**config.mk**
```make
export PLATFORM = sky130hd
export DESIGN_NAME = lsu_obi
export DESIGN_NICKNAME = d
export VERILOG_FILES = /design/src/rtl/lsu_pkg.sv /design/src/rtl/lsu_pending_fifo.sv /design/src/rtl/lsu_obi.sv
export SDC_FILE = /design/constraint.sdc
export NUM_CORES = 1
export LEC_CHECK = 0
export ABC_CLOCK_PERIOD_IN_PS = 2700
export CAP_MARGIN = 5
export CORE_UTILIZATION = 37
export DETAILED_ROUTE_END_ITERATION = 6
export GPL_TIMING_DRIVEN = 0
export PLACE_DENSITY = 0.79
export SYNTH_ARGS = -nofsm -noshare
export SYNTH_HDL_FRONTEND = slang
export SYNTH_SLANG_ARGS = --single-unit
export TNS_END_PERCENT = 20
```
**constraint.sdc**
```tcl
create_clock -name clk -period 2.7 [get_ports clk]
set_clock_uncertainty 0.1 [all_clocks]
set_input_delay 0.54 -clock clk [delete_from_list [all_inputs] [get_ports clk]]
set_output_delay 0.54 -clock clk [all_outputs]
set_load 0.05 [all_outputs]
```
**src/rtl/lsu_pkg.sv**
```systemverilog
// Shared encodings and load-data formatting for the OBI load/store unit.
package lsu_pkg;

    typedef enum logic [1:0] {
        LSU_SIZE_B = 2'd0,
        LSU_SIZE_H = 2'd1,
        LSU_SIZE_W = 2'd2,
        LSU_SIZE_X = 2'd3
    } lsu_size_e;

    // Pending-FIFO entry layout, LSB first: tag, off, unsigned, size, we.
    localparam int unsigned LSU_OFF_W  = 2;
    localparam int unsigned LSU_SIZE_W_BITS = 2;
    localparam int unsigned LSU_ENTRY_FIXED_W = 1 + LSU_SIZE_W_BITS + 1 + LSU_OFF_W;

    function automatic logic [31:0] lsu_load_format(
        input logic [31:0] rdata,
        input logic [1:0]  off,
        input lsu_size_e   size,
        input logic        uns
    );
        logic [31:0] lane;
        lane = rdata >> {off, 3'b000};
        case (size)
            LSU_SIZE_B: return {{24{~uns & lane[7]}}, lane[7:0]};
            LSU_SIZE_H: return {{16{~uns & lane[15]}}, lane[15:0]};
            default:    return rdata;
        endcase
    endfunction

endpackage

```
**src/rtl/lsu_pending_fifo.sv**
```systemverilog
// In-order FIFO of outstanding bus transactions; circular pointers plus count.
module lsu_pending_fifo #(
    parameter int unsigned DEPTH = 2,
    parameter int unsigned WIDTH = 8
) (
    input  logic             clk,
    input  logic             reset,
    input  logic             push_i,
    input  logic [WIDTH-1:0] push_data_i,
    input  logic             pop_i,
    output logic [WIDTH-1:0] head_o,
    output logic             full_o,
    output logic             empty_o
);
    localparam int unsigned PW = (DEPTH > 1) ? $clog2(DEPTH) : 1;
    localparam int unsigned CW = $clog2(DEPTH + 1);

    logic [WIDTH-1:0] mem_q [DEPTH];
    logic [PW-1:0]    wr_ptr_q, rd_ptr_q;
    logic [CW-1:0]    count_q;
    logic             push_ok, pop_ok;

    assign full_o  = (count_q == CW'(DEPTH));
    assign empty_o = (count_q == '0);
    assign head_o  = mem_q[rd_ptr_q];
    assign pop_ok  = pop_i & ~empty_o;
    // A push into a full FIFO is legal only when the head leaves in the same cycle.
    assign push_ok = push_i & (~full_o | pop_ok);

    function automatic logic [PW-1:0] ptr_inc(input logic [PW-1:0] p);
        return (p == PW'(DEPTH - 1)) ? '0 : p + 1'b1;
    endfunction

    always_ff @(posedge clk) begin
        if (reset) begin
            wr_ptr_q <= '0;
            rd_ptr_q <= '0;
            count_q  <= '0;
        end else begin
            if (push_ok) wr_ptr_q <= ptr_inc(wr_ptr_q);
            if (pop_ok)  rd_ptr_q <= ptr_inc(rd_ptr_q);
            case ({push_ok, pop_ok})
                2'b10:   count_q <= count_q + 1'b1;
                2'b01:   count_q <= count_q - 1'b1;
                default: count_q <= count_q;
            endcase
        end
    end

    always_ff @(posedge clk) begin
        if (push_ok) mem_q[wr_ptr_q] <= push_data_i;
    end

endmodule

```
**src/rtl/lsu_obi.sv**
```systemverilog
// Load/store unit between EXEC and the OBI data port: pipelined issue,
// lane alignment, misaligned-access trapping and the end-of-test watch word.
module lsu_obi
    import lsu_pkg::*;
#(
    parameter logic [31:0] ADR_PMEM_START  = 32'h0000_2600,
    parameter logic [31:0] ADR_DMEM_START  = 32'h0000_2800,
    parameter int unsigned MAX_OUTSTANDING = 2,
    parameter int unsigned TAG_W           = 5
) (
    input  logic             clk,
    input  logic             reset,
    input  logic             req_valid,
    output logic             req_ready,
    input  logic             req_we,
    input  logic [1:0]       req_size,
    input  logic             req_unsigned,
    input  logic [31:0]      req_addr,
    input  logic [31:0]      req_wdata,
    input  logic [TAG_W-1:0] req_tag,
    output logic             rsp_valid,
    output logic [31:0]      rsp_rdata,
    output logic [TAG_W-1:0] rsp_tag,
    output logic             rsp_err,
    output logic             rsp_we,
    output logic             in_range_peripheral,
    output logic             idle,
    output logic [31:0]      final_value,
    output logic             data_req_o,
    input  logic             data_gnt_i,
    output logic [31:0]      data_addr_o,
    output logic             data_we_o,
    output logic [3:0]       data_be_o,
    output logic [31:0]      data_wdata_o,
    input  logic [31:0]      data_rdata_i,
    input  logic             data_rvalid_i
);
    localparam int unsigned FW = LSU_ENTRY_FIXED_W + TAG_W;

    lsu_size_e        size;
    logic [1:0]       off;
    logic             misaligned, mis_accept, watch_hit;
    logic [3:0]       be;
    logic [31:0]      wdata_rep, wdata_sh, lane_mask;
    logic             fifo_full, fifo_empty, fifo_push, fifo_pop;
    logic [FW-1:0]    fifo_head;
    logic             err_pend_q, err_we_q;
    logic [TAG_W-1:0] err_tag_q;
    logic [31:0]      final_value_q;

    assign size = lsu_size_e'(req_size);
    assign off  = req_addr[1:0];

    always_comb begin
        case (size)
            LSU_SIZE_B: misaligned = 1'b0;
            LSU_SIZE_H: misaligned = off[0];
            LSU_SIZE_W: misaligned = (off != 2'b00);
            default:    misaligned = 1'b1;
        endcase
    end

    always_comb begin
        be        = 4'b1111;
        wdata_rep = req_wdata;
        if (req_we) begin
            case (size)
                LSU_SIZE_B: begin be = 4'b0001 << off; wdata_rep = {4{req_wdata[7:0]}}; end
                LSU_SIZE_H: begin be = 4'b0011 << off; wdata_rep = {2{req_wdata[15:0]}}; end
                LSU_SIZE_W: be = 4'b1111;
                default:    be = 4'b0000;
            endcase
        end
    end

    assign wdata_sh  = wdata_rep << {off, 3'b000};
    assign lane_mask = {{8{be[3]}}, {8{be[2]}}, {8{be[1]}}, {8{be[0]}}};

    assign data_req_o   = req_valid & ~misaligned & ~fifo_full;
    assign data_addr_o  = req_valid ? {req_addr[31:2], 2'b00} : '0;
    assign data_we_o    = req_valid & req_we;
    assign data_be_o    = req_valid ? be : '0;
    assign data_wdata_o = (req_valid & req_we) ? (wdata_sh & lane_mask) : '0;

    // Misaligned accesses bypass the bus, so they wait until nothing is in flight
    // to keep responses in order and off the rvalid cycle.
    assign mis_accept = req_valid & misaligned & fifo_empty & ~err_pend_q;
    assign fifo_push  = data_req_o & data_gnt_i;
    assign req_ready  = fifo_push | mis_accept;
    assign fifo_pop   = data_rvalid_i & ~fifo_empty;

    lsu_pending_fifo #(
        .DEPTH (MAX_OUTSTANDING),
        .WIDTH (FW)
    ) u_pending (
        .clk         (clk),
        .reset       (reset),
        .push_i      (fifo_push),
        .push_data_i ({req_we, req_size, req_unsigned, off, req_tag}),
        .pop_i       (fifo_pop),
        .head_o      (fifo_head),
        .full_o      (fifo_full),
        .empty_o     (fifo_empty)
    );

    always_ff @(posedge clk) begin
        if (reset) begin
            err_pend_q <= 1'b0;
            err_we_q   <= 1'b0;
            err_tag_q  <= '0;
        end else begin
            err_pend_q <= mis_accept;
            if (mis_accept) begin
                err_we_q  <= req_we;
                err_tag_q <= req_tag;
            end
        end
    end

    always_comb begin
        rsp_valid = err_pend_q | fifo_pop;
        rsp_err   = err_pend_q;
        rsp_we    = err_pend_q ? err_we_q : fifo_head[FW-1];
        rsp_tag   = err_pend_q ? err_tag_q : fifo_head[TAG_W-1:0];
        rsp_rdata = '0;
        if (fifo_pop && !err_pend_q && !fifo_head[FW-1])
            rsp_rdata = lsu_load_format(data_rdata_i, fifo_head[TAG_W+1:TAG_W],
                                        lsu_size_e'(fifo_head[TAG_W+4:TAG_W+3]),
                                        fifo_head[TAG_W+2]);
    end

    assign in_range_peripheral = (req_addr >= ADR_PMEM_START) && (req_addr < ADR_DMEM_START);
    assign idle = fifo_empty & ~err_pend_q & ~req_valid;

    assign watch_hit = fifo_push & data_we_o & (req_addr[31:2] == ADR_PMEM_START[31:2]);

    always_ff @(posedge clk) begin
        if (reset) begin
            final_value_q <= '0;
        end else if (watch_hit) begin
            for (int unsigned i = 0; i < 4; i++)
                if (data_be_o[i]) final_value_q[8*i +: 8] <= data_wdata_o[8*i +: 8];
        end
    end

    assign final_value = final_value_q;

endmodule

```
Yosys cells after proc, flatten, opt, wreduce, memory -nomap -nowiden
Memory sizes are Yosys's and may differ from the RTL's. A register that Yosys moved wholly into a read port is not among the register bits.
Cells that the tools add are included.
{ "word_totals": {"ff_bits": 43, "ramBits": 22, "out_inout_bits": 145, "word_cells": 87, "mem_count": 1} }
{ "mem_list": {"columns": ["name", "words", "word_bits", "rd", "rd_ports_with_merged_regs", "write_ports", "line_no", "source"], "rows": [
  ["u_pending.mem_q", 2, 11, 1, 1, 1, "lsu_pending_fifo.sv:18", "logic [WIDTH-1:0] mem_q [DEPTH];"]
]} }
{ "op_classes": {"n_addsub": 4, "magnitude_cmp": 2, "eq_ne": 7, "shifts": 4, "n_mux": 19, "bitwise_logic": 26, "reduce_logical": 14} }
{ "ops": {"columns": ["operator", "n"], "rows": [
  ["$mux 32", 4],
  ["$pmux 32 s2", 2],
  ["$and 32x32->32", 1],
  ["$ge 32x14->1 const B", 1],
  ["$lt 32x14->1 const B", 1],
  ["$shl 32x5->32", 1],
  ["$shr 32x5->16", 1],
  ["$eq 30x12->1 const B", 1],
  ["$and 1x1->1", 16],
  ["$pmux 4 s3", 1],
  ["$mux 4", 2],
  ["$reduce_and 2->1", 4],
  ["$mux 1", 7],
  ["$eq 2x1->1 const B", 3],
  ["$eq 2x2->1 const B", 3],
  ["$logic_not 2->1", 3],
  ["$not 1->1", 6],
  ["$mux 5", 1],
  ["$pmux 2 s2", 1],
  ["$reduce_bool 2->1", 2],
  ["$shl 1x2->4 const A", 1],
  ["$shl 2x2->4 const A", 1],
  ["$logic_and 1x1->1", 3],
  ["$or 1x1->1", 3],
  ["other kinds (5)", 7]
]} }

Depth between registers and ports, before layout
{ "depth": {"ltp_word": 9, "mapped_depth": 9} }

Cells and area by module
From an unflattened synthesis, not the netlist that was laid out.
{ "unflattened": {"cells_unflattened": 574, "area_unflattened_um2": 4869.7} }
{ "by_module_without_submodules": {"columns": ["module", "instances", "cells_per_inst", "area_each_um2", "seq_area_each_um2"], "rows": [
  ["lsu_obi", 1, 510, 3833.7, 780.7],
  ["lsu_pending_fifo", 1, 64, 1036.0, 760.7]
]} }

Least setup slack after synthesis
Ideal clock, no wire load.
{ "synth_timing": {"kind": "input -> register", "from": "in req_size[0]", "to": "reg final_value_q[24], in the netlist final_value[24]", "arrival_time_ns": 3.086, "setup_slack_ns": -0.604, "path_stages": 7, "path_cell_list": "buf_6 -> clkbuf_1 -> o21a_1 -> o21ai_0 -> a21boi_0 -> a21oi_1 -> a22o_1"} }
{ "synth_between": {"word_cells_on_any_way": 19} }
{ "synth_rtl": {"columns": ["item", "line_no", "source"], "rows": [
  ["start: declaration", "lsu_obi.sv:16", "input logic [1:0] req_size,"],
  ["$eq 2x2->1 (tied with other cells)", "lsu_obi.sv:67", "case (size)"],
  ["$pmux 4 s3 (*)", "lsu_obi.sv:67", null],
  ["$mux 4 (*)", "lsu_obi.sv:66", "if (req_we) begin"],
  ["$mux 4 (*)", "lsu_obi.sv:82", "assign data_be_o = req_valid ? be : '0;"],
  ["via data_be_o[3]", "lsu_obi.sv:33", "output logic [3:0] data_be_o,"],
  ["$reduce_and 2->1 (no line) (*)", null, null],
  ["end signal: indexed assignment", "lsu_obi.sv:142", "if (data_be_o[i]) final_value_q[8*i +: 8] <= data_wdata_o[8*i +: 8];"],
  ["end: declaration", "lsu_obi.sv:49", "logic [31:0] final_value_q;"]
]} }
Mark *: on every way through the listed nets, which the timed path passes. The rest lies on a longest branch.
A chain may end at the register's enable or synchronous reset.

==> out/results.ini <==
[routing]
antenna_left = 0
drt_pass1_iterations = 5
route.met2.wl_um = 11660
drc = 0
wl_um = 23040
vias = 6256
routedWlPerCell_um = 21.02
routed_via_density = 5.708
top_layer = met4
drtIter0Drc = 604
wl_met1_um = 8388
wl_met3_um = 1832

[floorplan]
initial_core_util_pct = 38.11
rows = 41
design.core.area_um2 = 12720
io_pins = 255
die_w_um = 116.5
fp.dieH_um = 116.5
die-area_um2 = 13570

[min_path]
min_path_type = input port to register
hold_start = req_size[1]
min_path_cells = 1
min_to = u_pending.mem_q[1][9]$_DFFE_PP_

[power_and_ir_drop]
pwr-share-seq_pct = 26.2
irDropWorstVdd_uv = 260.6
clkPwrFrac_pct = 28.5
leakage_nw = 3.664
power.total_w = 0.004123
p_per_area_nw_per_um2 = 438.7
p_switching_w = 0.001552
p_int_w = 0.002572
sw_frac_of_total_pct = 37.63
comb_power_share_pct = 45.3

[sta]
whs_ps = 326.5
fin_crit_ps = 3019
drv_slew = 0
finalHoldViolations = 0
fin_crit_sh_pct = 111.8
setup_violations = 66
rsz0062_at_grt = true
fmax_mhz = 331.2
relSlewSlack_pct = 34.17
tightest_slew_ps = 983.8
setup_slack_ps = -319.2

[flow_run]
max-cap-violations = 0

[global_route]
grt_pass1_wl_um = 32740
grt_pass1_vias = 6303
track_usage_pct = 31.94
gr-total-overflow = 0
grt_max_degree = 14
antenna_found_initial = 2

[placement]
port_buffers = 252
routabilityCongestion = 0.8931
post-place-ws_ps = -1605
dp_hpwl_um = 14890

[worst_setup_path]
cp.arrival_ps = 2380
cp-start-kind = register
worstReg2RegStart = u_pending.count_q[0]$_SDFFE_PP0P_
worstPathRequired_ps = 2060
worstSetupEndpointType = output pin
cpPeakStageDelay_ps = 530
reg2reg_depth = 5
r2r_slack_ps = 170
critPathKind = register to output pin
crit_fanout = 8
cp-startpoint = u_pending.mem_q[0][8]$_DFFE_PP_
timing.rr.end = final_value[26]$_SDFFE_PP0P_
cp_slowest_cell = or4_4
crit_path_cell_trace = inv_2 -> or4_4 -> o22ai_4 -> o2111ai_4 -> clkbuf_16 -> a21oi_4 -> buf_6

[status]
status = finished with violations
violations = setup timing

[yosys]
yosysWarnings = 0
ys_ff_latch = 66
synthCells = 588
yosysUniqueCellTypes = 58
synth_area_per_cell_um2 = 8.246
ys_async_sr_fraction_pct = 0
synth_area_um2 = 4848
yosysSeqAreaShare_pct = 31.79
synth_flop_cell = dfxtp_1
synth_edf_count = 22

[final_layout]
final_util_pct = 73.88
final_cell_mix = 119 x clkdlybuf4s50_1, 67 x nand2_1, 65 x buf_4
area_delta_synth_final_pct = 93.86
nets = 1026
final_common_cell = clkdlybuf4s50_1
drive_gt1_share_pct = 42.39
fill_cells = 931

[clock_tree]
cts_tree = built
root_buffer = clkbuf_16
clk_latency_ps = 340
clkSinkCount = 66
cts_made_buffers = 9
h-tree-depth = 3
hold_buffers = 0
clkSlewWorstSetupHoldPaths_ps = 60
clock_path_buffers = 2

-- worst max path at each step --
stage | endpoint | depth (start not counted)
floorplan | rsp_rdata[4] | 7
global placement | data_wdata_o[21] | 8
detailed placement | data_wdata_o[21] | 8
CTS | rsp_rdata[30] | 7
global route | rsp_rdata[26] | 7
finish | rsp_rdata[26] | 7
-- worst max-delay path, delay by kind of cell, from the launching register on --
family,cells,cell delay (ps)
AOI/OAI and AO/OA,3,620
and+or+nand+nor,1,530
buffers and inverters,3,500
DFF,1,380
-- cell usage after synthesis (2+ instances only) --
| master | instances | area, um^2 |
|---|---|---|
| dfxtp_1 | 44 | 880.8 |
| nand3_1 | 15 | 75.07 |
| o211ai_1 | 12 | 90.09 |
| nor2_2 | 3 | 18.77 |
| nand2_1 | 73 | 274.0 |
| o21a_1 | 3 | 22.52 |
| a211oi_1 | 2 | 15.01 |
| inv_1 | 10 | 37.54 |
| and2_1 | 42 | 262.8 |
| edfxtp_1 | 22 | 660.6 |
| nor3_4 | 2 | 32.53 |
| o21ai_0 | 37 | 185.2 |
| and3_1 | 3 | 18.77 |
| o21ai_1 | 11 | 55.05 |
| a22o_1 | 8 | 70.07 |
| o41ai_1 | 6 | 52.55 |
| nor2b_1 | 12 | 75.07 |
| a2bb2oi_1 | 6 | 52.55 |
| nor4_1 | 8 | 50.05 |
| mux2_2 | 16 | 180.2 |
| or4_1 | 9 | 67.56 |
| xnor2_1 | 3 | 26.28 |
| buf_4 | 2 | 15.01 |
| nor3_1 | 7 | 35.03 |
| buf_2 | 7 | 35.03 |
| mux4_2 | 8 | 180.2 |
| buf_1 | 2 | 7.510 |
| o2bb2ai_1 | 7 | 61.31 |
| o31ai_1 | 2 | 15.01 |
| nand2b_1 | 6 | 37.54 |
| a21boi_0 | 3 | 22.52 |
| clkbuf_1 | 31 | 116.4 |
| o32a_1 | 2 | 20.02 |
| mux2i_1 | 48 | 480.5 |
| buf_6 | 2 | 22.52 |
| or3_1 | 2 | 12.51 |
| nor2_1 | 43 | 161.4 |
| a21oi_1 | 49 | 245.2 |
-- final cells by class --
class	count	area, um^2	area share [%]
clock inverter	7	76.32	0.8120
tap	172	215.2	2.290
timing repair buffer	319	2933	31.20
clock buffer	9	225.2	2.396
buffer	40	445.4	4.739
antenna	4	10.01	0.1065
inverter	11	41.29	0.4393
sequential	66	1543	16.41
multi-input combinational	468	3910	41.60
-- stage by stage --
stage / setup TNS, ps / cell area [um^2] / instances
after detailed placement: -143800 / 7825 / 1013
after global routing: -11940 / 9394 / 1094
final: -7740 / 9399 / 1096
after CTS: -5361 / 8960 / 1071
after floorplan: -12070 / 5087 / 589
after global placement: -135330 / 7825 / 1013
-- layer usage --
metal | global-route usage (%) | vias up
met5 | 0 | -
li1 | - | 2805
met3 | 8.459 | 103
met2 | 57.48 | 392
met4 | 16.67 | 0
met1 | 34.20 | 2956
-- what timing repair did --
action                                  CTS  global route
setup buffers                            43            21
gates resized for setup                 725           177
cloned                                    3             1
pin swaps                                25            27
endpoints found under the setup margin  142           126
-- cells by family after synthesis --
logic type / synth area share [%]
buf+inv: 4.903
xor+xnor: 0.7227
simple gates: 24.08
compound gates: 20.83
fa+ha+maj: 0.2580
mux: 17.34
other cells: 0.07735
flops: 31.79
-- sequential cells by signal (all words and copies together), names as in the netlist, named ones only --
| register | flops |
|---|---|
| final_value | 32 |
| u_pending.mem_q | 22 |
| err_tag_q | 5 |
| u_pending.count_q | 2 |
| err_we_q | 1 |
| rsp_err | 1 |
| u_pending.rd_ptr_q | 1 |
| u_pending.wr_ptr_q | 1 |
-- power by group through the flow --
stage / clock, W / combinational, W / sequential, W
2_1_floorplan: 0 / 0.000900 / 0.00110
3_3_place_gp: 0 / 0.00139 / 0.00110
3_5_place_dp: 0 / 0.00141 / 0.00110
4_1_cts: 0.00118 / 0.00163 / 0.00108
5_1_grt: 0.00124 / 0.00195 / 0.00108
6_report: 0.00118 / 0.00187 / 0.00108
Power figures use the tool's default switching activity.
==> RTL edit 1 (same settings) <==
Change the parameter `TAG_W` from 5 to 10.
--- a/src/rtl/lsu_obi.sv
+++ b/src/rtl/lsu_obi.sv
@@ -7,5 +7,5 @@
     parameter logic [31:0] ADR_DMEM_START  = 32'h0000_2800,
     parameter int unsigned MAX_OUTSTANDING = 2,
-    parameter int unsigned TAG_W           = 5
+    parameter int unsigned TAG_W           = 10
 ) (
     input  logic             clk,
Interface: changed (resized req_tag and rsp_tag); port bits go from 255 to 265. The function was not compared with the original's and may differ.
==> RTL edit 1 against the original RTL <==
- the run still ends with setup timing left
- routed wire length fell by 6.0%
- count of clock-buffer cells in the layout did not move
- sequential cell count rose by 15
- synthesized area rose by 14%
- total power rose by 3.8%
- setup slack improved by 0.16 ns
- core utilization fell by 7.6 points
- die area rose by 14%
- synthesized cell count rose by 13%
- non-clock buffer count fell by 13
- sequential share of layout area rose by 3.8 points
- register-to-register slack got worse by 0.02 ns
- via count rose by 1.1%
- cell area rose by 2.6%
- critical path type is now primary input to primary output
- critical endpoint unchanged
==> RTL edit 1: results <==
[logic_synthesis]
yosysUniqueCellTypes = 62
synth_adder_area_share_pct = 0.226
synth_edf_count = 32
synth_xor_area_share_pct = 0.634
synth_top_cells_by_area = dfxtp_1 18%, edfxtp_1 17%, mux2i_1 10%

[hold_path]
hp-start = final_value[5]
min_to = final_value[5]
min_path_type = flip-flop to flip-flop
hold_depth = 2

[place]
gp_congestion = 0.973
post-place-ws_ns = -1.78
io_buffers = 261

[sta]
setup_ws_ns = -0.156
timing.hold.ws_ns = 0.375
setup_viol = 44

[global_routing]
antenna_found_initial = 0
grt_max_degree = 17
grt_pass1_wl_um = 33800

[setup_path]
slowest_stage = a221oi_4
ff2ff_path_depth = 6
crit_start = data_rdata_i[15]

[power_and_ir_drop]
comb_power_share_pct = 41.6
ir_worst_vdd_v = 0.000288

[route]
drt_iter0_drc = 385

[final_layout]
diodes = 0
drive_above_1_share_pct = 32.5

[clock_network]
post_cts_buffers = 25
cts_resized = 734

[outcome]
violations = setup timing
status = finished with violations
RTL edit 1: layout make-up:
cell class / count / area share (%)
buffer: 43 / 3.84
clock buffer: 9 / 2.34
clock inverter: 7 / 0.545
inverter: 8 / 0.337
multi-input combinational: 527 / 40.0
sequential: 81 / 20.2
tap: 184 / 2.39
timing repair buffer: 303 / 30.4
RTL edit 1: metal layers:
| metal | up-vias | track usage [%] | share of wire, % |
|---|---|---|---|
| met1 | 2936 | 30.4 | 38 |
| li1 | 3007 | - | - |
| met2 | 325 | 47.9 | 49 |
| met5 | - | 0 | 0 |
| met3 | 56 | 8.32 | 8.5 |
| met4 | 0 | 12.3 | 3.9 |
RTL edit 1: kinds of logic (layout without fill, tap and decap cells):
kind of cell             Yosys count  in the layout
AND/OR/NAND/NOR                  280            280
buffers and inverters             58            370
other                              1              2
adder cells (fa/ha/maj)            1              1
AO/OA/AOI/OAI                    172            172
multiplexers                      68             68
flip-flops                        81             81
XOR/XNOR                           4              4
==> RTL edit 2 (same settings) <==
Made on the original files. Make the reset (`reset`) asynchronous in 3 clocked blocks.
--- a/src/rtl/lsu_pending_fifo.sv
+++ b/src/rtl/lsu_pending_fifo.sv
@@ -32,5 +32,5 @@
     endfunction
 
-    always_ff @(posedge clk) begin
+    always_ff @(posedge clk or posedge reset) begin
         if (reset) begin
             wr_ptr_q <= '0;
--- a/src/rtl/lsu_obi.sv
+++ b/src/rtl/lsu_obi.sv
@@ -104,5 +104,5 @@
     );
 
-    always_ff @(posedge clk) begin
+    always_ff @(posedge clk or posedge reset) begin
         if (reset) begin
             err_pend_q <= 1'b0;
@@ -135,5 +135,5 @@
     assign watch_hit = fifo_push & data_we_o & (req_addr[31:2] == ADR_PMEM_START[31:2]);
 
-    always_ff @(posedge clk) begin
+    always_ff @(posedge clk or posedge reset) begin
         if (reset) begin
             final_value_q <= '0;
Check against the original RTL: differs if reset is asserted again (counterexample within 4 cycles, from zero or initial values and one cycle with reset high); with reset held inactive, the same outputs for 10 cycles.
==> RTL edit 2 against the original RTL <==
- the run still ends with setup timing left
- cell area down 0.68%
- count of clock-buffer cells in the layout unchanged
- sequential cell count shrank 1
- synthesized area up 2.6%
- setup slack improved by 0.043 ns
- total power is 47% higher
- fmax grew 1.4%
- routed wire length shrank 10%
- critical endpoint is now rsp_rdata[28]
- largest power group unchanged
==> RTL edit 2: results <==
[logic_synthesis]
synth_top_cells_by_area = dfrtp_1 22%, edfxtp_1 13%, mux2i_1 7.4%
netlist.area_leader.share_pct = 21.6
synth_flop_cell = dfrtp_1
yosysUniqueCellTypes = 65
syn-mean-instance-area_um2 = 9.17
seq_area_frac_synth_pct = 34.9
postSynth.asyncResetShare_pct = 66.2

[global_routing]
grt_pass1_vias = 5876
antenna_found_initial = 0
grt_max_degree = 28

[final_layout]
drive_above_1_share_pct = 43.1
fin_nets = 969

[outcome]
status = finished with violations
violations = setup timing

[setup_path]
r2r_end = final_value[23]
cp.arrival_ns = 2.34
crit_path_max_fanout = 6

[sta]
worst_pin_slew_ns = 1.03
setup_viol = 33
setup_ws_ns = -0.277
tns_ns = -6.56

[place]
dpl.cell_count = 968

[route]
drt_iter0_drc = 503
vias = 5711
wire_per_inst_um = 19.9
dr.pass1.iters = 7

[power_and_ir_drop]
clkPwrFrac_pct = 19.7
comb_power_share_pct = 60.3
leakagePower_uw = 0.00388

[hold_path]
hp-start = req_size[0]
-- RTL edit 2: changes by cell type in the layout (fill, tap and decap cells not counted), moves of 15 or more --
cell and delta:
dfxtp_1 -43, buf_2 -19, dfrtp_1 +43, buf_4 -17, mux2_4 +18, a21oi_2 -17, dlygate4sd2_1 -15, clkdlybuf4s15_2 +15
-- RTL edit 2: cells by family after synthesis --
| group | after synthesis | synth area share (%) |
|---|---|---|
| AO/OA/AOI/OAI | 137 | 19.3 |
| XOR/XNOR | 5 | 0.881 |
| adder cells (fa/ha/maj) | 1 | 0.252 |
| buffers and inverters | 50 | 5.51 |
| flip-flops | 65 | 34.9 |
| multiplexers | 79 | 18.2 |
| other | 1 | 0.0754 |
| AND/OR/NAND/NOR | 204 | 20.9 |
-- RTL edit 2: metrics by stage --
step	setup slack, ns	total power, µW	hold WS, ns
floorplan	-0.348	2990	0.360
global placement	-1.50	3810	0.370
detailed placement	-1.49	3850	0.374
CTS	-0.259	5560	0.295
global route	-0.322	6270	0.287
finish	-0.277	6040	0.297
-- RTL edit 2: routing by layer --
| metal | track usage, % | up-vias | share of wire, % |
|---|---|---|---|
| met2 | 49.2 | 343 | 50 |
| met4 | 11.9 | 0 | 3.5 |
| met5 | 0 | - | 0 |
| met3 | 7.46 | 60 | 8.6 |
| li1 | - | 2596 | - |
| met1 | 34.0 | 2712 | 38 |
-- RTL edit 2: how the worst max path moves through the flow --
stage	startpoint	to	slack [ns]	cells after the start
floorplan	req_addr[0]	data_wdata_o[31]	-0.35	6
finish	u_pending.mem_q[0][5]	rsp_rdata[28]	-0.28	7
global route	u_pending.mem_q[0][5]	rsp_rdata[26]	-0.32	7
global placement	req_addr[1]	data_wdata_o[31]	-1.50	7
detailed placement	req_addr[1]	data_wdata_o[31]	-1.49	7
CTS	u_pending.rd_ptr_q	rsp_rdata[31]	-0.26	9
-- RTL edit 2: what timing repair did --
item | CTS | global route
setup buffers | 32 | 18
pin swaps | 29 | 34
cloned | 6 | 0
endpoints found under the setup margin | 121 | 109
gates resized for setup | 650 | 146
-- RTL edit 2: cell type report --
| cell class | instances | area, µm² |
|---|---|---|
| Timing Repair Buffer | 306 | 2980 |
| Buffer | 39 | 390 |
| Fill cell | 873 | 3540 |
| Clock buffer | 9 | 225 |
| Tap cell | 172 | 215 |
| Clock inverter | 7 | 75.1 |
| Multi-Input combinational cell | 428 | 3670 |
| Antenna cell | 1 | 2.50 |
| Inverter | 9 | 37.5 |
| Sequential cell | 65 | 1740 |
-- RTL edit 2: worst max-delay path, cell delays in order (launching register included) --
cell	delay [ns]
edfxtp_1	0.52
o21ai_1	0.35
o21a_4	0.22
o22ai_4	0.08
a221oi_4	0.43
buf_6	0.21
nor2_2	0.05
buf_6	0.15
